[config.mk]
export PLATFORM = sky130hd
export DESIGN_NAME = data_mem_axil_master_flat
export DESIGN_NICKNAME = d
export VERILOG_FILES = /design/src/rtl/data_mem_axil_master_if.sv /design/src/rtl/data_mem_axil_master.sv /design/src/flat_wrapper.sv
export SDC_FILE = /design/constraint.sdc
export NUM_CORES = 1
export LEC_CHECK = 0
export BUFFER_PORTS_ARGS = -buffer_cell sky130_fd_sc_hd__buf_2
export CORE_MARGIN = 10
export CORE_UTILIZATION = 44
export CTS_BUF_LIST = sky130_fd_sc_hd__clkbuf_8 sky130_fd_sc_hd__clkbuf_16
export DETAILED_ROUTE_END_ITERATION = 10
export PLACE_DENSITY = 0.77
export SLEW_MARGIN = 10
export SYNTH_ARGS = -nofsm -noshare
export SYNTH_HDL_FRONTEND = slang
export SYNTH_SLANG_ARGS = --single-unit
[constraint.sdc]
create_clock -name clk_i -period 2.3 [get_ports clk_i]
set_input_delay 0.23 -clock clk_i [delete_from_list [all_inputs] [get_ports clk_i]]
set_output_delay 0.23 -clock clk_i [all_outputs]
set_load 0.005 [all_outputs]
[src/rtl/data_mem_axil_master_if.sv]
// AXI4-Lite bus bundle used by the MEM-stage data master and its slave.
// All five channels are carried here; the 32-bit data path is fixed by the CPU word size.
interface data_mem_axil_master_if #(
   parameter int ADDR_WIDTH = 32
) ();
   // write address channel
   logic [ADDR_WIDTH-1:0] awaddr;
   logic [2:0]            awprot;
   logic                  awvalid;
   logic                  awready;
   // write data channel
   logic [31:0]           wdata;
   logic [3:0]            wstrb;
   logic                  wvalid;
   logic                  wready;
   // write response channel
   logic [1:0]            bresp;
   logic                  bvalid;
   logic                  bready;
   // read address channel
   logic [ADDR_WIDTH-1:0] araddr;
   logic [2:0]            arprot;
   logic                  arvalid;
   logic                  arready;
   // read data channel
   logic [31:0]           rdata;
   logic [1:0]            rresp;
   logic                  rvalid;
   logic                  rready;

   modport master (
      output awaddr, awprot, awvalid, input awready,
      output wdata, wstrb, wvalid, input wready,
      input  bresp, bvalid, output bready,
      output araddr, arprot, arvalid, input arready,
      input  rdata, rresp, rvalid, output rready
   );

   modport slave (
      input  awaddr, awprot, awvalid, output awready,
      input  wdata, wstrb, wvalid, output wready,
      output bresp, bvalid, input bready,
      input  araddr, arprot, arvalid, output arready,
      output rdata, rresp, rvalid, input rready
   );
endinterface

[src/rtl/data_mem_axil_master.sv]
// AXI4-Lite master for CPU data loads/stores in the MEM stage.
// One access at a time: the pipeline is stalled from request until the response
// arrives, then released for exactly one cycle (DONE) so it advances once per access.
module data_mem_axil_master #(
   parameter int          ADDR_WIDTH     = 32,
   parameter int unsigned TIMEOUT_CYCLES = 256
) (
   input  logic        clk_i,
   input  logic        rst_i,
   input  logic        mem_read_i,
   input  logic        mem_write_i,
   input  logic [31:0] addr_i,
   input  logic [31:0] wdata_i,
   input  logic [3:0]  byte_select_i,
   output logic [31:0] rdata_o,
   output logic        stall_o,
   output logic        bus_error_o,
   data_mem_axil_master_if.master m
);

   // The timer never exceeds TIMEOUT_CYCLES-1, so log2(TIMEOUT_CYCLES) bits suffice.
   localparam int TIMER_WIDTH = (TIMEOUT_CYCLES > 1) ? $clog2(TIMEOUT_CYCLES) : 1;
   localparam logic [TIMER_WIDTH-1:0] TIMER_LAST =
      TIMER_WIDTH'((TIMEOUT_CYCLES > 0) ? TIMEOUT_CYCLES - 1 : 0);
   localparam bit TIMEOUT_EN = (TIMEOUT_CYCLES != 0);
   localparam logic [31:0] TIMEOUT_RDATA = 32'hDEAD_BEEF;

   typedef enum logic [2:0] {
      ST_IDLE,
      ST_WR,
      ST_WR_RESP,
      ST_RD_ADDR,
      ST_RD_DATA,
      ST_DONE
   } state_t;

   state_t                  state_reg, state_next;
   logic [ADDR_WIDTH-1:0]   addr_reg, addr_next;
   logic [31:0]             wdata_reg, wdata_next;
   logic [3:0]              wstrb_reg, wstrb_next;
   logic [31:0]             rdata_reg, rdata_next;
   logic                    awvalid_reg, awvalid_next;
   logic                    wvalid_reg, wvalid_next;
   logic                    aw_done_reg, aw_done_next;
   logic                    w_done_reg, w_done_next;
   logic                    bready_reg, bready_next;
   logic                    arvalid_reg, arvalid_next;
   logic                    rready_reg, rready_next;
   logic                    bus_error_reg, bus_error_next;
   logic [TIMER_WIDTH-1:0]  timer_reg, timer_next;

   logic [ADDR_WIDTH-1:0]   addr_ext;
   logic                    timed_out;
   logic [TIMER_WIDTH-1:0]  timer_inc;
   logic                    aw_hs, w_hs, aw_fin, w_fin;
   logic                    unused_bits;

   // Word-align the byte address and fit it to the bus width (truncate or zero-extend).
   generate
      for (genvar gi = 0; gi < ADDR_WIDTH; gi++) begin : g_addr
         if (gi >= 2 && gi < 32) begin : g_bit
            assign addr_ext[gi] = addr_i[gi];
         end else begin : g_zero
            assign addr_ext[gi] = 1'b0;
         end
      end
   endgenerate

   // Byte offset and the low response bits carry no information for this master.
   assign unused_bits = ^{addr_i, m.bresp, m.rresp};

   assign timed_out = TIMEOUT_EN && (timer_reg == TIMER_LAST);
   assign timer_inc = TIMEOUT_EN ? timer_reg + 1'b1 : '0;
   assign aw_hs     = awvalid_reg & m.awready;
   assign w_hs      = wvalid_reg & m.wready;
   assign aw_fin    = aw_done_reg | aw_hs;
   assign w_fin     = w_done_reg | w_hs;

   // State and payload registers; reset abandons any transaction in flight.
   always_ff @(posedge clk_i) begin
      if (rst_i) begin
         state_reg     <= ST_IDLE;
         addr_reg      <= '0;
         wdata_reg     <= '0;
         wstrb_reg     <= '0;
         rdata_reg     <= '0;
         awvalid_reg   <= 1'b0;
         wvalid_reg    <= 1'b0;
         aw_done_reg   <= 1'b0;
         w_done_reg    <= 1'b0;
         bready_reg    <= 1'b0;
         arvalid_reg   <= 1'b0;
         rready_reg    <= 1'b0;
         bus_error_reg <= 1'b0;
         timer_reg     <= '0;
      end else begin
         state_reg     <= state_next;
         addr_reg      <= addr_next;
         wdata_reg     <= wdata_next;
         wstrb_reg     <= wstrb_next;
         rdata_reg     <= rdata_next;
         awvalid_reg   <= awvalid_next;
         wvalid_reg    <= wvalid_next;
         aw_done_reg   <= aw_done_next;
         w_done_reg    <= w_done_next;
         bready_reg    <= bready_next;
         arvalid_reg   <= arvalid_next;
         rready_reg    <= rready_next;
         bus_error_reg <= bus_error_next;
         timer_reg     <= timer_next;
      end
   end

   // Next-state and handshake sequencing; error pulse is raised only for the DONE cycle.
   always_comb begin
      state_next     = state_reg;
      addr_next      = addr_reg;
      wdata_next     = wdata_reg;
      wstrb_next     = wstrb_reg;
      rdata_next     = rdata_reg;
      awvalid_next   = awvalid_reg;
      wvalid_next    = wvalid_reg;
      aw_done_next   = aw_done_reg;
      w_done_next    = w_done_reg;
      bready_next    = bready_reg;
      arvalid_next   = arvalid_reg;
      rready_next    = rready_reg;
      bus_error_next = 1'b0;
      timer_next     = timer_reg;

      case (state_reg)
         ST_IDLE: begin
            // A store has priority; a simultaneous load request is ignored.
            if (mem_write_i) begin
               addr_next    = addr_ext;
               wdata_next   = wdata_i;
               wstrb_next   = byte_select_i;
               awvalid_next = 1'b1;
               wvalid_next  = 1'b1;
               aw_done_next = 1'b0;
               w_done_next  = 1'b0;
               timer_next   = '0;
               state_next   = ST_WR;
            end else if (mem_read_i) begin
               addr_next    = addr_ext;
               arvalid_next = 1'b1;
               timer_next   = '0;
               state_next   = ST_RD_ADDR;
            end
         end

         ST_WR: begin
            timer_next   = timer_inc;
            awvalid_next = awvalid_reg & ~aw_hs;
            wvalid_next  = wvalid_reg & ~w_hs;
            aw_done_next = aw_fin;
            w_done_next  = w_fin;
            if (aw_fin && w_fin) begin
               bready_next = 1'b1;
               timer_next  = '0;
               state_next  = ST_WR_RESP;
            end else if (timed_out) begin
               awvalid_next   = 1'b0;
               wvalid_next    = 1'b0;
               bus_error_next = 1'b1;
               state_next     = ST_DONE;
            end
         end

         ST_WR_RESP: begin
            timer_next = timer_inc;
            if (m.bvalid && bready_reg) begin
               bready_next    = 1'b0;
               bus_error_next = m.bresp[1];
               state_next     = ST_DONE;
            end else if (timed_out) begin
               bready_next    = 1'b0;
               bus_error_next = 1'b1;
               state_next     = ST_DONE;
            end
         end

         ST_RD_ADDR: begin
            timer_next = timer_inc;
            if (arvalid_reg && m.arready) begin
               arvalid_next = 1'b0;
               rready_next  = 1'b1;
               timer_next   = '0;
               state_next   = ST_RD_DATA;
            end else if (timed_out) begin
               arvalid_next   = 1'b0;
               bus_error_next = 1'b1;
               rdata_next     = TIMEOUT_RDATA;
               state_next     = ST_DONE;
            end
         end

         ST_RD_DATA: begin
            timer_next = timer_inc;
            if (m.rvalid && rready_reg) begin
               rdata_next     = m.rdata;
               rready_next    = 1'b0;
               bus_error_next = m.rresp[1];
               state_next     = ST_DONE;
            end else if (timed_out) begin
               rready_next    = 1'b0;
               bus_error_next = 1'b1;
               rdata_next     = TIMEOUT_RDATA;
               state_next     = ST_DONE;
            end
         end

         ST_DONE: begin
            state_next = ST_IDLE;
         end

         default: begin
            state_next = ST_IDLE;
         end
      endcase
   end

   // Stall is combinational so the pipeline freezes in the same cycle the request appears.
   always_comb begin
      stall_o = 1'b0;
      case (state_reg)
         ST_WR, ST_WR_RESP, ST_RD_ADDR, ST_RD_DATA: stall_o = 1'b1;
         ST_IDLE:                                   stall_o = mem_read_i | mem_write_i;
         default:                                   stall_o = 1'b0;
      endcase
   end

   assign rdata_o     = rdata_reg;
   assign bus_error_o = bus_error_reg;

   assign m.awaddr  = addr_reg;
   assign m.awprot  = 3'b000;
   assign m.awvalid = awvalid_reg;
   assign m.wdata   = wdata_reg;
   assign m.wstrb   = wstrb_reg;
   assign m.wvalid  = wvalid_reg;
   assign m.bready  = bready_reg;
   assign m.araddr  = addr_reg;
   assign m.arprot  = 3'b000;
   assign m.arvalid = arvalid_reg;
   assign m.rready  = rready_reg;

endmodule
[src/flat_wrapper.sv]
// flat-port wrapper written by rule: the top's interface ports become plain ports
module data_mem_axil_master_flat 
#(
   parameter int          ADDR_WIDTH     = 32,
   parameter int unsigned TIMEOUT_CYCLES = 256
)
  (clk_i, rst_i, mem_read_i, mem_write_i, addr_i, wdata_i, byte_select_i, rdata_o, stall_o, bus_error_o, m_awaddr, m_awprot, m_awvalid, m_awready, m_wdata, m_wstrb, m_wvalid, m_wready, m_bresp, m_bvalid, m_bready, m_araddr, m_arprot, m_arvalid, m_arready, m_rdata, m_rresp, m_rvalid, m_rready);
  data_mem_axil_master_if #(.ADDR_WIDTH(ADDR_WIDTH)) m_i ();
  input  logic clk_i;
  input  logic rst_i;
  input  logic mem_read_i;
  input  logic mem_write_i;
  input  logic [31:0] addr_i;
  input  logic [31:0] wdata_i;
  input  logic [3:0] byte_select_i;
  output logic [31:0] rdata_o;
  output logic stall_o;
  output logic bus_error_o;
  output wire logic [$bits(m_i.awaddr)-1:0] m_awaddr;
  output wire logic [$bits(m_i.awprot)-1:0] m_awprot;
  output wire logic [$bits(m_i.awvalid)-1:0] m_awvalid;
  input wire logic [$bits(m_i.awready)-1:0] m_awready;
  output wire logic [$bits(m_i.wdata)-1:0] m_wdata;
  output wire logic [$bits(m_i.wstrb)-1:0] m_wstrb;
  output wire logic [$bits(m_i.wvalid)-1:0] m_wvalid;
  input wire logic [$bits(m_i.wready)-1:0] m_wready;
  input wire logic [$bits(m_i.bresp)-1:0] m_bresp;
  input wire logic [$bits(m_i.bvalid)-1:0] m_bvalid;
  output wire logic [$bits(m_i.bready)-1:0] m_bready;
  output wire logic [$bits(m_i.araddr)-1:0] m_araddr;
  output wire logic [$bits(m_i.arprot)-1:0] m_arprot;
  output wire logic [$bits(m_i.arvalid)-1:0] m_arvalid;
  input wire logic [$bits(m_i.arready)-1:0] m_arready;
  input wire logic [$bits(m_i.rdata)-1:0] m_rdata;
  input wire logic [$bits(m_i.rresp)-1:0] m_rresp;
  input wire logic [$bits(m_i.rvalid)-1:0] m_rvalid;
  output wire logic [$bits(m_i.rready)-1:0] m_rready;
  assign m_awaddr = m_i.awaddr;
  assign m_awprot = m_i.awprot;
  assign m_awvalid = m_i.awvalid;
  assign m_i.awready = m_awready;
  assign m_wdata = m_i.wdata;
  assign m_wstrb = m_i.wstrb;
  assign m_wvalid = m_i.wvalid;
  assign m_i.wready = m_wready;
  assign m_i.bresp = m_bresp;
  assign m_i.bvalid = m_bvalid;
  assign m_bready = m_i.bready;
  assign m_araddr = m_i.araddr;
  assign m_arprot = m_i.arprot;
  assign m_arvalid = m_i.arvalid;
  assign m_i.arready = m_arready;
  assign m_i.rdata = m_rdata;
  assign m_i.rresp = m_rresp;
  assign m_i.rvalid = m_rvalid;
  assign m_rready = m_i.rready;
  data_mem_axil_master #(.ADDR_WIDTH(ADDR_WIDTH), .TIMEOUT_CYCLES(TIMEOUT_CYCLES)) u_core (.clk_i(clk_i), .rst_i(rst_i), .mem_read_i(mem_read_i), .mem_write_i(mem_write_i), .addr_i(addr_i), .wdata_i(wdata_i), .byte_select_i(byte_select_i), .rdata_o(rdata_o), .stall_o(stall_o), .bus_error_o(bus_error_o), .m(m_i));
endmodule
==> metrics, run 1 <==
dominant combinational cell family by area after synthesis=compound AO/OA/AOI/OAI gates; Synth-to-Final Area Change=53.00%; setup TNS=0 ps; type of the setup path with the least slack=flop to output pin; adder-cell share of the synthesized area=0.2666%; peak ir drop on the vdd network=0.4674 mV; FP Rows=37; Critical Path Source=u_core.state_reg[1]$_SDFFE_PP0P_; number of buffers created by CTS=17; CTS Buffer Depth=2; I/O pin count=258; post-placement setup slack=310.6 ps; reg-to-reg critical path endpoint=u_core.rdata_o[21]$_SDFFE_PP0P_; synthesized cell area=4693 sq um; post-layout total power=5389 uW; overall track demand over capacity in global routing=20.67%; type of the most critical hold path=input port to flop; CTS H-Tree Depth=4; Floorplan Core Area=10,370 sq um; outcome=finished clean; average footprint of a synthesized cell=8.564 sq um; net count of the finished layout=959; Net Sw Power=1452 uW; fill count=790; CTS sink cnt=117; final setup skew=11.53 ps; part of the power in the clock network=41.3%; # placed instances=870; aggregate routed wire length=16,670 microns; RSZ-0062 raised after global routing=no; clk slew on worst S/H paths=50 ps; count of buffers from port buffering=243; TritonCTS clock tree=yes; Reg2Reg Depth=4; number of warnings issued by yosys=0; Period minus WS final=2123 ps; switching part of the total=26.94%; die area=15,200 sq um; internal power of the cells=3937 uW; sequential share of the synthesized area=49.91%; initial antenna violation count=3; HPWL Detailed=11,080 microns; gpl congestion=0.8530; leakage power of the design=0.003373 uW; power density of the placed cells=750.4 nW/um^2; total count of max-transition violations in the final report=0; CP startpoint kind=flop; insertion delay to the later sink of the worst-skew pair=500 ps; multiplexer fraction of the synthesized cell area=0.2133%; Clk Tree Root Cell=clkbuf_8; via count=4,990; die boundary height=123.3 microns; wire length of the first global-routing pass=25,310 microns; Worst R2R Start=u_core.state_reg[1]$_SDFFE_PP0P_; Slew HR=21.85%; Max Fclk=471.1 MHz; synthesized netlist cell count=548; Via density=5.020; register bit total from synthesis=117; Die Wd=123.3 microns; transition time at the pin with the least slew margin=1172 ps; final setup slack of the worst path=177.1 ps; Fin. Hold Viols=0; crit share post-route=92.30%; most common cell after layout, fill and taps aside=buf_2; post-synthesis xor/xnor area fraction=0.9331%; Worst EP required=2070 ps; Unique masters post-synth=47; WHS=13.23 ps; sequential cell fraction of total power=41.8%; FF-to-FF setup slack=260 ps; Worst Hold Path Cells=2; layout cells sized above 1=37.27%; hold path start=m_rdata[18]; final routed DRC violation total=0; non-filler cells in the finished layout=994; maximum fanout encountered on the critical timing path=11; Setup Viol. Count Final=0; Crit path arrival time=1890 ps; Initial DRC Count=278; initial core utilization=45.26%; Worst Hold End=u_core.rdata_o[18]$_SDFFE_PP0P_; number of routed nets with antenna violations=0; logic gate share of total power=16.9%; most used cells in the layout excluding fill and tap cells=buf_2, nand2_1, dfxtp_1, dlygate4sd3_1, a21oi_1; routed len/inst=16.77 microns; Initial DRT Pass Iterations=5; number of global-route vias before repair=5,088; endpoint class of the critical path=output pin; overflow left after global routing=0; Simple-Gate Fraction of Synth Area=17.09%; reported max-cap violation count=0; largest net degree at the start of global routing=85; fraction of the mapped netlist area in compound gates=21.43%
==> cells in the mapped netlist (all sizes together) <==
cell type	number	area share [%]
and2	3	0.40
xor2	5	0.93
mux2i	1	0.21
o21ai	14	1.8
o22ai	2	0.27
o21a	2	0.32
o21bai	1	0.16
conb	1	0.080
nor3	2	0.21
o2111ai	2	0.37
nand2b	1	0.13
ha	1	0.27
inv	4	0.32
a22oi	1	0.27
a21o	1	0.16
a41oi	1	0.19
or3	2	0.27
a32oi	2	0.37
clkinv	1	0.080
o31ai	3	0.59
nand3	3	0.32
nor3b	2	0.53
or2	1	0.13
a311oi	2	0.37
or4	1	0.16
o221a	24	5.8
a211oi	3	0.48
and4	2	0.37
a21oi	87	9.3
nor4	1	0.13
o2bb2ai	1	0.19
nor2b	2	0.27
nor2	14	1.3
nand3b	1	0.16
buf	52	7.8
o211ai	2	0.32
dfxtp	117	50
nand2	154	12
and3	3	0.40
clkbuf	23	1.8
a31oi	3	0.53
==> worst max-delay path by stage <==
stage	to	depth (start not counted)
global route	stall_o	4
global placement	u_core.rdata_o[25]$_SDFFE_PP0P_	5
floorplan	u_core.rdata_o[10]$_SDFFE_PP0P_	6
detailed placement	u_core.rdata_o[21]$_SDFFE_PP0P_	4
finish	stall_o	4
CTS	stall_o	4
==> metal layers <==
layer	global-route usage (%)	vias to the layer above	routed length, microns
met5	0	-	11
met4	8.879	2	433
met3	8.113	43	1516
met2	36.88	207	8837
met1	21.03	2317	5869
li1	-	2421	-
==> layout make-up <==
| cell class | instances | area (sq um) | share of cell area, % |
|---|---|---|---|
| antenna | 2 | 5.005 | 0.06970 |
| clock buffer | 19 | 441.7 | 6.151 |
| clock inverter | 11 | 63.81 | 0.8887 |
| inverter | 5 | 18.77 | 0.2614 |
| multi-input combinational | 360 | 1924 | 26.80 |
| sequential | 117 | 2342 | 32.62 |
| tap | 136 | 170.2 | 2.370 |
| timing repair buffer | 344 | 2215 | 30.84 |
==> critical path: stages, from the launching register on <==
cell and delay, ps:
dfxtp_1 430, or4_4 620, o21ai_4 180, inv_1 50, buf_2 130
==> kinds of logic (layout without fill, tap and decap cells) <==
kind of cell    count (synthesis)  after routing
compound gates                151            151
xor+xnor                        5              5
fa+ha+maj                       1              1
buf+inv                        80            379
flops                         117            117
mux                             1              1
other cells                     1             12
simple gates                  192            192
==> timing repair <==
action | 4_1_cts | 5_1_grt
setup buffers | 1 | 0
hold buffers | 88 | 3
cloned | 0 | 0
gates resized for setup | 0 | 1
hold endpoints to repair | 88 | 3
pin swaps | 1 | 0
setup endpoints to repair | 1 | 1
==> power groups by stage <==
stage	clock (uW)	combinational [uW]	sequential, uW
after floorplan	0	466	2290
after global placement	0	754	2280
after detailed placement	0	773	2290
after CTS	2270	895	2250
after global routing	2370	1000	2270
final	2230	908	2250
==> stage by stage <==
| step | util, % | cell area [sq um] |
|---|---|---|
| final | 69.24 | 7181 |
| after global routing | 69.24 | 7181 |
| after CTS | 68.87 | 7142 |
| after detailed placement | 55.43 | 5748 |
| after global placement | 55.43 | 5748 |
| after floorplan | - | 4727 |
No activity file was read; power rests on OpenSTA's default activity.
==> inputs of run 2 (changes only) <==
--- a/constraint.sdc
+++ b/constraint.sdc
@@ -3,2 +3,2 @@
 set_output_delay 0.23 -clock clk_i [all_outputs]
-set_load 0.005 [all_outputs]
+set_load 0.02 [all_outputs]
==> metrics, run 2 (synthesis results as in run 1) <==
outcome=finished clean; routed wl met2=9118 microns (+3.2%); transition time at the pin with the least slew margin=1178 ps (+5.388 ps); leakage power of the design=0.003438 uW (+1.9%); routed len/inst=17.17 microns (+2.4%); final setup skew=7.520 ps (-4.007 ps); most common cell after layout, fill and taps aside=buf_2; Worst EP required=2070 ps (about the same); maximum fanout encountered on the critical timing path=11 (unchanged); Synth-to-Final Area Change=56.70%; initial antenna violation count=2 (-1); die area=15,200 sq um (unchanged); Initial DRT Pass Iterations=7 (+2); I/O pin count=258 (unchanged); final routed DRC violation total=0 (unchanged); post-layout total power=6003 uW (+11%); Routed met3 length=1425 microns (-6.0%); CP startpoint kind=flop; HPWL Detailed=11,090 microns (about the same); insertion delay to the later sink of the worst-skew pair=500 ps (about the same); fill count=772 (-2.3%); top routing layer in use=met4; overall track demand over capacity in global routing=21.61% (+0.94 points); overflow left after global routing=0 (unchanged); gpl congestion=0.8541 (+0.13%); wire length of the first global-routing pass=26,450 microns (+4.5%); count of buffers from port buffering=243 (unchanged); aggregate routed wire length=17,230 microns (+3.4%); largest net degree at the start of global routing=85 (unchanged); total count of max-transition violations in the final report=0 (unchanged); type of the most critical hold path=input port to flop; Cell Chain, Critical Path=or4_4 -> o21ai_4 -> inv_1 -> buf_2; type of the setup path with the least slack=flop to output pin; peak ir drop on the vdd network=0.5632 mV (+21%); most used cells in the layout excluding fill and tap cells=buf_2, nand2_1, dfxtp_1, dlygate4sd3_1, a21oi_1; die boundary height=123.3 microns (unchanged); Clk Tree Root Cell=clkbuf_8; non-filler cells in the finished layout=1,004 (+1.0%); CTS H-Tree Depth=4 (unchanged); Via density=5.080 (+1.2%); Period minus WS final=2164 ps (+40.76 ps); Initial DRC Count=385 (+38%); endpoint class of the critical path=output pin; net count of the finished layout=967 (+0.83%); CTS sink cnt=117 (unchanged); Slew HR=21.50% (-0.36 points); largest incremental delay on the critical path=610 ps (about the same); setup TNS=0 ps (unchanged); layout cells sized above 1=37.07% (-0.20 points); power density of the placed cells=816.2 nW/um^2 (+8.8%); metal1 wirelength=6122 microns (+4.3%); RSZ-0062 raised after global routing=no; TritonCTS clock tree=yes; reported max-cap violation count=0 (unchanged); Floorplan Core Area=10,370 sq um (unchanged); crit share post-route=94.07% (+1.8 points); number of routed nets with antenna violations=0 (unchanged); Crit path arrival time=1930 ps (+40 ps); number of buffers created by CTS=17 (unchanged); Max Fclk=462.2 MHz (-1.9%); via count=5,100 (+2.2%); number of global-route vias before repair=5,212 (+2.4%); FP Rows=37 (unchanged); crit path max-delay cell type=or4_4; initial core utilization=45.26% (unchanged); Fin. Hold Viols=0 (unchanged); clk slew on worst S/H paths=60 ps (about the same); # placed instances=870 (unchanged); Setup Viol. Count Final=0 (unchanged); CTS Buffer Depth=2 (unchanged); Die Wd=123.3 microns (unchanged)
run 2: changes by cell type in the layout (fill, tap and decap cells not counted), sizes merged:
cell	previous run	this run
bufinv	0	3
clkinv	7	4
clkinvlp	4	6
dlygate4sd3	91	99
run 2: repair_timing:
action                                  in CTS  in global routing
gates resized for setup                      0                  1
pin swaps                                    1                  0
hold endpoints to repair                    99                  0
setup buffers                                1                  0
endpoints found under the setup margin       1                  1
hold buffers                                99                  0
run 2: final timing paths:
kind                                          end                             start  cells after the start  slack, ps
hold reg to reg   u_core.m.wdata[31]$_SDFFE_PP0P_   u_core.m.wdata[31]$_SDFFE_PP0P_                      2        450
hold / removal     u_core.w_done_reg$_SDFFE_PP0P_                          m_wready                      3         30
setup reg to reg   u_core.rdata_o[3]$_SDFFE_PP0P_  u_core.state_reg[1]$_SDFFE_PP0P_                      4        260
setup / recovery                          stall_o  u_core.state_reg[1]$_SDFFE_PP0P_                      4        140
run 2: layer usage:
| metal | vias up | global-route usage [%] |
|---|---|---|
| li1 | 2449 | - |
| met1 | 2369 | 22.00 |
| met2 | 234 | 38.35 |
| met3 | 48 | 7.521 |
| met4 | 0 | 11.28 |
| met5 | - | 0 |
run 2: report_power, final:
part           total, uW  internal (uW)  switching (uW)
Sequential          2250           2160            93.7
Combinational       1140            444             696
Clock               2610           1700             911
run 2: area by class of cell:
cell class,count,area (sq um),share of cell area (%)
antenna,2,5.005,0.06805
clock buffer,19,441.7,6.005
clock inverter,13,157.7,2.144
inverter,5,18.77,0.2552
multi-input combinational,360,1924,26.17
sequential,117,2342,31.85
tap,136,170.2,2.314
timing repair buffer,352,2295,31.20
run 2: critical path, delay by kind of cell, from the launching register on:
kind | cells | cell delay (ps)
and+or+nand+nor | 1 | 610
DFF | 1 | 430
buffers and inverters | 2 | 210
AOI/OAI and AO/OA | 1 | 180
run 2: through the flow:
stage	hold WS, ps	worst slack [ps]	util, %	area, sq um
floorplan	366.0	574.5	-	4727
global placement	439.3	421.8	55.43	5748
detailed placement	443.2	339.1	55.43	5748
CTS	5.823	9.152	70.84	7346
global route	36.93	36.74	70.92	7355
finish	30.63	136.4	70.92	7355
==> inputs of run 3 (changes only) <==
- RECOVER_POWER: not set -> 100
==> metrics, run 3 (synthesis results as in run 1) <==
outcome=finished clean; CTS Buffer Depth=2 (unchanged); Fin. Hold Viols=0 (unchanged); Initial DRT Pass Iterations=6 (-1); most common cell after layout, fill and taps aside=nand2_1; Die Wd=123.3 microns (unchanged); Worst EP required=2070 ps (about the same); # placed instances=870 (unchanged); clk slew on worst S/H paths=60 ps (about the same); layout cells sized above 1=21.36% (-16 points); power density of the placed cells=830.5 nW/um^2 (+1.8%); Period minus WS final=2158 ps (-5.728 ps); count of buffers from port buffering=243 (unchanged); CTS sink cnt=117 (unchanged); HPWL Detailed=11,090 microns (unchanged); die boundary height=123.3 microns (unchanged); crit share post-route=93.82% (-0.25 points); routed len/inst=17.18 microns (about the same); maximum fanout encountered on the critical timing path=11 (unchanged); post-place instance area=5748 sq um (unchanged); largest net degree at the start of global routing=85 (unchanged); number of global-route vias before repair=5,212 (unchanged); largest incremental delay on the critical path=610 ps (about the same); final routed DRC violation total=0 (unchanged); transition time at the pin with the least slew margin=1157 ps (-20.59 ps); RSZ-0062 raised after global routing=no; non-filler cells in the finished layout=1,004 (unchanged); total count of max-transition violations in the final report=0 (unchanged); post-layout total power=5951 uW (-0.85%); Slew HR=22.86% (+1.4 points); Via density=5.089 (+0.18%); count of buffer and inverter cells on the critical path=2 (unchanged); Setup Viol. Count Final=0 (unchanged); gpl congestion=0.8541 (unchanged); utilization after layout=69.10% (-1.8 points); initial antenna violation count=2 (unchanged); type of the most critical hold path=input port to flop; FP Rows=37 (unchanged); Synth-to-Final Area Change=52.68%; crit path max-delay cell type=or4_4; overflow left after global routing=0 (unchanged); number of routed nets with antenna violations=0 (unchanged); final setup skew=8.316 ps (+0.7965 ps); initial core utilization=45.26% (unchanged); Floorplan Core Area=10,370 sq um (unchanged); leakage power of the design=0.002876 uW (-16%); type of the setup path with the least slack=flop to output pin; Clk Tree Root Cell=clkbuf_8; Initial DRC Count=366 (-4.9%); insertion delay to the later sink of the worst-skew pair=510 ps (about the same); Max Fclk=463.4 MHz (+0.27%); critical path's top delay family=simple AND/OR/NAND/NOR gates; TritonCTS clock tree=yes; Cell Chain, Critical Path=or4_4 -> o21ai_4 -> inv_1 -> buf_2; Layout Cell Area excl Fill=7166 sq um (-2.6%); peak ir drop on the vdd network=0.5634 mV (about the same); I/O pin count=258 (unchanged); setup TNS=0 ps (unchanged); CP startpoint kind=flop; number of buffers created by CTS=17 (unchanged); fill count=868 (+12%); aggregate routed wire length=17,250 microns (about the same); net count of the finished layout=967 (unchanged); overall track demand over capacity in global routing=21.61% (unchanged); wire length of the first global-routing pass=26,450 microns (unchanged); CTS H-Tree Depth=4 (unchanged); most used cells in the layout excluding fill and tap cells=nand2_1, clkbuf_1, dfxtp_1, buf_2, dlygate4sd3_1; Crit path arrival time=1930 ps (about the same); reported max-cap violation count=0 (unchanged); via count=5,109 (+0.18%); endpoint class of the critical path=output pin; die area=15,200 sq um (unchanged)
## run 3: changes by cell type in the layout (fill, tap and decap cells not counted)
cell and delta:
buf_12 -1, buf_2 -134, buf_4 -2, clkbuf_1 +135
clkbuf_4 +2, nor3b_1 +1, nor3b_2 -1
## run 3: through the flow
stage	hold WS (ps)	setup WS (ps)
final	30.75	142.1
after global routing	36.93	43.08
after floorplan	366.0	574.5
after global placement	439.3	421.8
after detailed placement	443.2	339.1
after CTS	5.823	9.152
## run 3: worst register-to-register path, delay by kind of cell (launching register included)
kind	cells	cell delay, ps
compound gates	3	750
flops	1	350
simple gates	1	650
buf+inv	1	250
## run 3: path summary, 6_finish.rpt
path	to	from	depth (start not counted)	slack [ps]
worst max-delay path	stall_o	u_core.state_reg[1]$_SDFFE_PP0P_	4	140
worst max register to register	u_core.state_reg[2]$_SDFFE_PP0P_	u_core.state_reg[2]$_SDFFE_PP0P_	5	210
worst min-delay path	u_core.w_done_reg$_SDFFE_PP0P_	m_wready	3	30
worst min register to register	u_core.m.wdata[31]$_SDFFE_PP0P_	u_core.m.wdata[31]$_SDFFE_PP0P_	2	450
## run 3: where the power goes
part / switching [uW] / total (uW) / internal, uW / leakage, uW
Sequential: 98.3 / 2260 / 2160 / 0.000954
Clock: 911 / 2610 / 1700 / 0.000279
Combinational: 696 / 1080 / 388 / 0.00164
## run 3: layout make-up
class	count	area, sq um	share of cell area [%]
Clock buffer	19	441.7	6.164
Multi-Input combinational cell	360	1919	26.79
Tap cell	136	170.2	2.375
Timing Repair Buffer	352	2111	29.46
Antenna cell	2	5.005	0.06984
Clock inverter	13	157.7	2.200
Inverter	5	18.77	0.2619
Sequential cell	117	2342	32.69
## run 3: layer usage
layer  routed length (microns)  GRT usage (%)
met1                      6092          22.00
met2                      9115          38.35
met3                      1459          7.521
met4                       579          11.28
met5                         0              0
## run 3: what timing repair did
item	in CTS	in global routing
resized for setup	0	1
setup buffers	1	0
endpoints found under the setup margin	1	1
hold endpoints to repair	99	0
pin swaps	1	0
hold buffers	99	0
